===== config.mk =====
export PLATFORM = sky130hd
export DESIGN_NAME = acia_host
export DESIGN_NICKNAME = d
export VERILOG_FILES = /design/src/rtl/acia_pkg.sv /design/src/rtl/acia_host.sv
export SDC_FILE = /design/constraint.sdc
export NUM_CORES = 1
export LEC_CHECK = 0
export BUFFER_PORTS_ARGS = -buffer_cell sky130_fd_sc_hd__buf_2
export CAP_MARGIN = 20
export CORE_AREA = 3 3 60 62
export CTS_CLUSTER_SIZE = 12
export DETAILED_ROUTE_END_ITERATION = 8
export DIE_AREA = 0 0 63 65
export HOLD_SLACK_MARGIN = 0.1
export PLACE_DENSITY = 0.92
export SYNTH_ARGS = -nofsm -noshare
export SYNTH_HDL_FRONTEND = slang
export SYNTH_SLANG_ARGS = --single-unit

===== constraint.sdc =====
create_clock -name clk -period 4.34 [get_ports clk]
set_input_delay 0.434 -clock clk [delete_from_list [all_inputs] [get_ports clk]]
set_output_delay 0.434 -clock clk [all_outputs]
set_load 0.03 [all_outputs]

===== src/rtl/acia_pkg.sv =====
// Shared definitions for the acia peripheral and its hardware bus initiator.
package acia_pkg;

    // Status register bit positions
    localparam int unsigned RXF = 0;
    localparam int unsigned TXE = 1;
    localparam int unsigned ERR = 4;
    localparam int unsigned IRQ = 7;

    localparam logic [7:0] CTRL_MASTER_RESET = 8'h03;

    typedef enum logic [2:0] {
        StRstWr,
        StCfgWr,
        StIdle,
        StStatRd,
        StStatChk,
        StDataRd,
        StDataCap,
        StDataWr
    } state_e;

endpackage


===== src/rtl/acia_host.sv =====
// Bus initiator for the acia register port: init sequence, status polling and
// byte transfer between valid/ready streams and the ACIA data register.
module acia_host
    import acia_pkg::*;
#(
    parameter logic [7:0]  CTRL_INIT = 8'h00,
    parameter int unsigned POLL_GAP  = 16,
    parameter int unsigned GW        = 8
) (
    input  logic       clk,
    input  logic       rst,
    output logic       bus_cs,
    output logic       bus_we,
    output logic       bus_rs,
    output logic [7:0] bus_wdata,
    input  logic [7:0] bus_rdata,
    input  logic       acia_irq,
    input  logic [7:0] s_tx_data,
    input  logic       s_tx_valid,
    output logic       s_tx_ready,
    output logic [7:0] m_rx_data,
    output logic       m_rx_valid,
    input  logic       m_rx_ready,
    output logic [7:0] err_cnt
);

    state_e        state_q, state_d;
    logic [GW-1:0] gap_q, gap_d;
    logic [7:0]    tx_q, tx_d;
    logic [7:0]    rx_data_q, rx_data_d;
    logic          rx_valid_q, rx_valid_d;
    logic [7:0]    err_q, err_d;
    logic          tx_accept;

    always_comb begin
        state_d    = state_q;
        gap_d      = gap_q;
        tx_d       = tx_q;
        rx_data_d  = rx_data_q;
        rx_valid_d = rx_valid_q;
        err_d      = err_q;
        tx_accept  = 1'b0;

        if (rx_valid_q && m_rx_ready) begin
            rx_valid_d = 1'b0;
        end

        case (state_q)
            StRstWr:  state_d = StCfgWr;
            StCfgWr:  state_d = StIdle;
            StIdle: begin
                if (gap_q == GW'(POLL_GAP) || acia_irq) begin
                    state_d = StStatRd;
                end else begin
                    gap_d = gap_q + 1'b1;
                end
            end
            StStatRd: state_d = StStatChk;
            StStatChk: begin
                if (bus_rdata[ERR] && err_q != 8'hFF) begin
                    err_d = err_q + 8'd1;
                end
                // A held RX byte blocks further reads; TX may still use this poll
                if (bus_rdata[RXF] && !rx_valid_q) begin
                    state_d = StDataRd;
                end else if (bus_rdata[TXE] && s_tx_valid) begin
                    tx_accept = 1'b1;
                    tx_d      = s_tx_data;
                    state_d   = StDataWr;
                end else begin
                    state_d = StIdle;
                end
            end
            StDataRd: state_d = StDataCap;
            StDataCap: begin
                rx_data_d  = bus_rdata;
                rx_valid_d = 1'b1;
                state_d    = StIdle;
            end
            StDataWr: state_d = StIdle;
            default:  state_d = StRstWr;
        endcase

        if (state_d == StIdle && state_q != StIdle) begin
            gap_d = '0;
        end
    end

    always_ff @(posedge clk) begin
        if (rst) begin
            state_q    <= StRstWr;
            gap_q      <= '0;
            tx_q       <= 8'h00;
            rx_data_q  <= 8'h00;
            rx_valid_q <= 1'b0;
            err_q      <= 8'h00;
        end else begin
            state_q    <= state_d;
            gap_q      <= gap_d;
            tx_q       <= tx_d;
            rx_data_q  <= rx_data_d;
            rx_valid_q <= rx_valid_d;
            err_q      <= err_d;
        end
    end

    // Bus strobes are a pure decode of state, masked while reset is held
    always_comb begin
        bus_cs    = 1'b0;
        bus_we    = 1'b0;
        bus_rs    = 1'b0;
        bus_wdata = 8'h00;
        if (!rst) begin
            case (state_q)
                StRstWr: begin
                    bus_cs    = 1'b1;
                    bus_we    = 1'b1;
                    bus_wdata = CTRL_MASTER_RESET;
                end
                StCfgWr: begin
                    bus_cs    = 1'b1;
                    bus_we    = 1'b1;
                    bus_wdata = CTRL_INIT;
                end
                StStatRd: bus_cs = 1'b1;
                StDataRd: begin
                    bus_cs = 1'b1;
                    bus_rs = 1'b1;
                end
                StDataWr: begin
                    bus_cs    = 1'b1;
                    bus_we    = 1'b1;
                    bus_rs    = 1'b1;
                    bus_wdata = tx_q;
                end
                default: ;
            endcase
        end
    end

    assign s_tx_ready = tx_accept & ~rst;
    assign m_rx_data  = rx_data_q;
    assign m_rx_valid = rx_valid_q;
    assign err_cnt    = err_q;

endmodule

==> flow_summary_export.csv <==
group,metric,value,unit
sta,rsz0062_at_grt,"false",
yosys,synth_simple_gate_area_share,25.2,%
layout,multi_input_area,908,um2
place,gp_congestion,0.805,
routing,drt-initial-drc-count,62,
layout,final_nets,261,
floorplan,initial_core_util,54.6,%
global_route,grt_pass1_vias,1334,
yosys,synth-seq-cells,36,
critical_path,path_buf_inv,2,
global_route,grt_pass1_wl,5640,um
floorplan,die_width,63,um
routing,firstDrtPassIters,4,
global_route,grt_antenna_before_repair,0,
clocking,cts-buffers-inserted,5,
yosys,synth_top_area_share,42.9,%
critical_path,end_kind,"output pin",
yosys,synth_largest_area_cell,"dfxtp_1",
sta,drv_slew,0,
clocking,cts_hold_buf,0,
global_route,grt.total_usage,17.0,%
critical_path,rrSetupSlack,2.59,ns
yosys,seq_area_frac_synth,42.9,%
sta,tightest_slew,0.612,ns
yosys,yosys_warnings,0,
clocking,cts_buffer_depth,2,
sta,slew_headroom,59.2,%
critical_path,required,3.91,ns
floorplan,dieArea,0.00410,mm2
floorplan,dieHeight,65,um
routing,wire_per_inst,12.0,um
sta,fin_crit,2.42,ns
critical_path,critical_path.top_delay_family,"flip-flops",
yosys,syn_avg_cell_area,8.84,um2
yosys,synth_nets,214,
yosys,synth-xor-area-share,5.21,%
clocking,cts_tree,"built",
sta,fmax,414,MHz
routing,drc_errors,0,
worst_hold_path,min_path_cells,3,
yosys,yosys.area_share.adder,2.23,%
yosys,yosysUniqueCellTypes,36,
outcome,status,"complete, no violations",
clocking,clk_latency,0.32,ns
critical_path,worstPathMaxFanout,14,
yosys,synth_compound_area_share,9.16,%
global_route,grt_max_degree,37,
critical_path,slowest_stage,"dfxtp_1",
sta,fin_setup_tns,0,ns
yosys,synth.area.top_cells,"dfxtp_1 (43%), mux2i_1 (12%), nor2_1 (9.4%), xor2_1 (3.1%), a21oi_1 (2.7%)",
clocking,cts_sinks,36,
critical_path,path_cells,"nand2b_1, nor4b_2, buf_4, nor2b_1, buf_2",
worst_hold_path,worstHoldPathType,"in2reg",
clocking,cts.clk_slew.worst_paths,0.10,ns
sta,fin_crit_sh,55.7,%
sta,finalSetupViolCount,0,
yosys,synth_area,0.00168,mm2
yosys,synth.area.mux_share,11.9,%
layout,drive_gt1_share,24.5,%
layout,fin_area,0.00200,mm2
critical_path,r2r-start,"state_q[1]",
floorplan,core-area,0.00308,mm2
yosys,synth_cells,190,
critical_path,cpPeakStageDelay,0.60,ns
critical_path,cp_data_arrival_time,1.98,ns
layout,num_antenna_cells,0,
place,io_buffers,49,
layout,register_area,721,um2
layout,syn_to_final_growth,18.9,%
routing,antenna_left,0,
sta,finClkSkew,0.00494,ns
clocking,post_cts_resized,0,
routing,viasPerCell,5.19,
critical_path,reg2reg_depth,4,
routing,vias,1457,
clocking,cts_max_level,2,
critical_path,start_kind,"flop",
worst_hold_path,worstHoldStart,"s_tx_data[4]",
worst_hold_path,min_to,"tx_q[4]",
layout,n_fill_cell,264,
yosys,synth_top_family_by_area,"simple AND/OR/NAND/NOR gates",
job,drv_cap,0,
floorplan,num_rows,20,
floorplan,ios,50,
critical_path,crit_type,"reg2out",
sta,hold_viol,0,
clocking,post_cts_buffers,0,
place,placed_area,0.00195,mm2
routing,wirelength,3360,um
clocking,root_buffer,"clkbuf_4",
power_and_ir_drop,vdd_ir_drop_max,0.246,mV
critical_path,timing.rr.end,"gap_q[2]",
global_route,overflow,0,
power_and_ir_drop,p_leak,0.919,nW
power_and_ir_drop,powerDensity,290,mW/mm2
place,dpl.hpwl,2460,um
-- cells in the mapped netlist, drive strengths merged --
library cell  number
o21a               1
a2111oi            1
o31ai              1
o211ai             1
or3                1
a211oi             1
o2111a             1
a221o              1
a2bb2oi            1
a311oi             2
mux2i             20
xnor2              4
nor3               5
nand3              2
a21oi              9
nor2b              2
or4b               1
and4               1
and2               7
nand3b             1
nand2b             3
and4bb             1
nor2              42
nand4              5
nor4b              2
and3               4
xor2               6
nand2              6
ha                 3
o21ai              2
a31oi              2
buf                4
inv                4
dfxtp             36
nor4bb             1
clkbuf             6
-- routing by layer --
metal	vias to the layer above	part of all wire, %	track usage, %
met1	650	46	20.6
met3	3	7.0	5.72
met2	49	46	28.1
li1	755	-	-
met5	-	0	0
met4	0	0.80	5.51
-- per-stage QoR --
| step | power [mW] | hold slack, ns | utilization (%) | cells | setup slack (ns) |
|---|---|---|---|---|---|
| floorplan | 0.401 | 0.452 | - | 190 | 2.29 |
| global placement | 0.421 | 0.471 | 63.4 | 274 | 2.28 |
| detailed placement | 0.423 | 0.480 | 63.4 | 274 | 2.25 |
| CTS | 0.584 | 0.332 | 64.9 | 281 | 1.91 |
| global route | 0.608 | 0.338 | 64.9 | 281 | 1.76 |
| finish | 0.579 | 0.339 | 64.9 | 281 | 1.92 |
-- worst max path at each step --
stage,from,to,cells past startpoint
after global routing,state_q[2],s_tx_ready,5
after CTS,state_q[2],s_tx_ready,5
after detailed placement,rst,bus_wdata[4],4
after floorplan,m_rx_valid,s_tx_ready,4
final,state_q[2],s_tx_ready,5
after global placement,rst,bus_wdata[7],4
-- cells by family (layout without fill, tap and decap cells) --
logic type / after synthesis / count (layout)
AND/OR/NAND/NOR: 84 / 84
adder cells (fa/ha/maj): 3 / 3
XOR/XNOR: 10 / 10
flip-flops: 36 / 36
AO/OA/AOI/OAI: 23 / 23
buffers and inverters: 14 / 61
multiplexers: 20 / 20
-- worst register-to-register path: stages, from the launching register on --
cell and delay, ns:
dfxtp_1 0.57, or4b_4 0.55, a2111oi_0 0.41, a21oi_1 0.08
nor2_1 0.09
-- layout by cell type, fill, tap and decap left out, types with 3 or more instances in the layout --
| cell | n |
|---|---|
| buf_2 | 49 |
| nor2_1 | 42 |
| nand2_1 | 6 |
| mux2i_1 | 20 |
| nand4_1 | 5 |
| nand2b_1 | 3 |
| a21oi_1 | 9 |
| inv_1 | 4 |
| and3_1 | 4 |
| ha_1 | 3 |
| clkbuf_4 | 5 |
| and2_1 | 7 |
| dfxtp_1 | 36 |
| xor2_1 | 6 |
| xnor2_1 | 4 |
| nor3_1 | 5 |
-- sequential cells by signal, indices dropped and copies added, names as in the netlist --
signal,cells
m_rx_valid,1
gap_q,8
tx_q,8
m_rx_data,8
state_q,3
err_cnt,8
-- cell type report --
cell class | instances | area share (%)
well taps | 44 | 2.76
inverters | 4 | 0.751
clock inverters | 1 | 0.250
flip-flops and latches | 36 | 36.1
clock buffers | 6 | 2.07
repair buffers | 50 | 12.6
multi-input cells | 140 | 45.5
-- power breakdown --
| group | internal, mW | switching (mW) |
|---|---|---|
| clock | 0.0597 | 0.103 |
| combinational | 0.0284 | 0.0410 |
| sequential | 0.335 | 0.0118 |
Power figures use the tool's default switching activity.
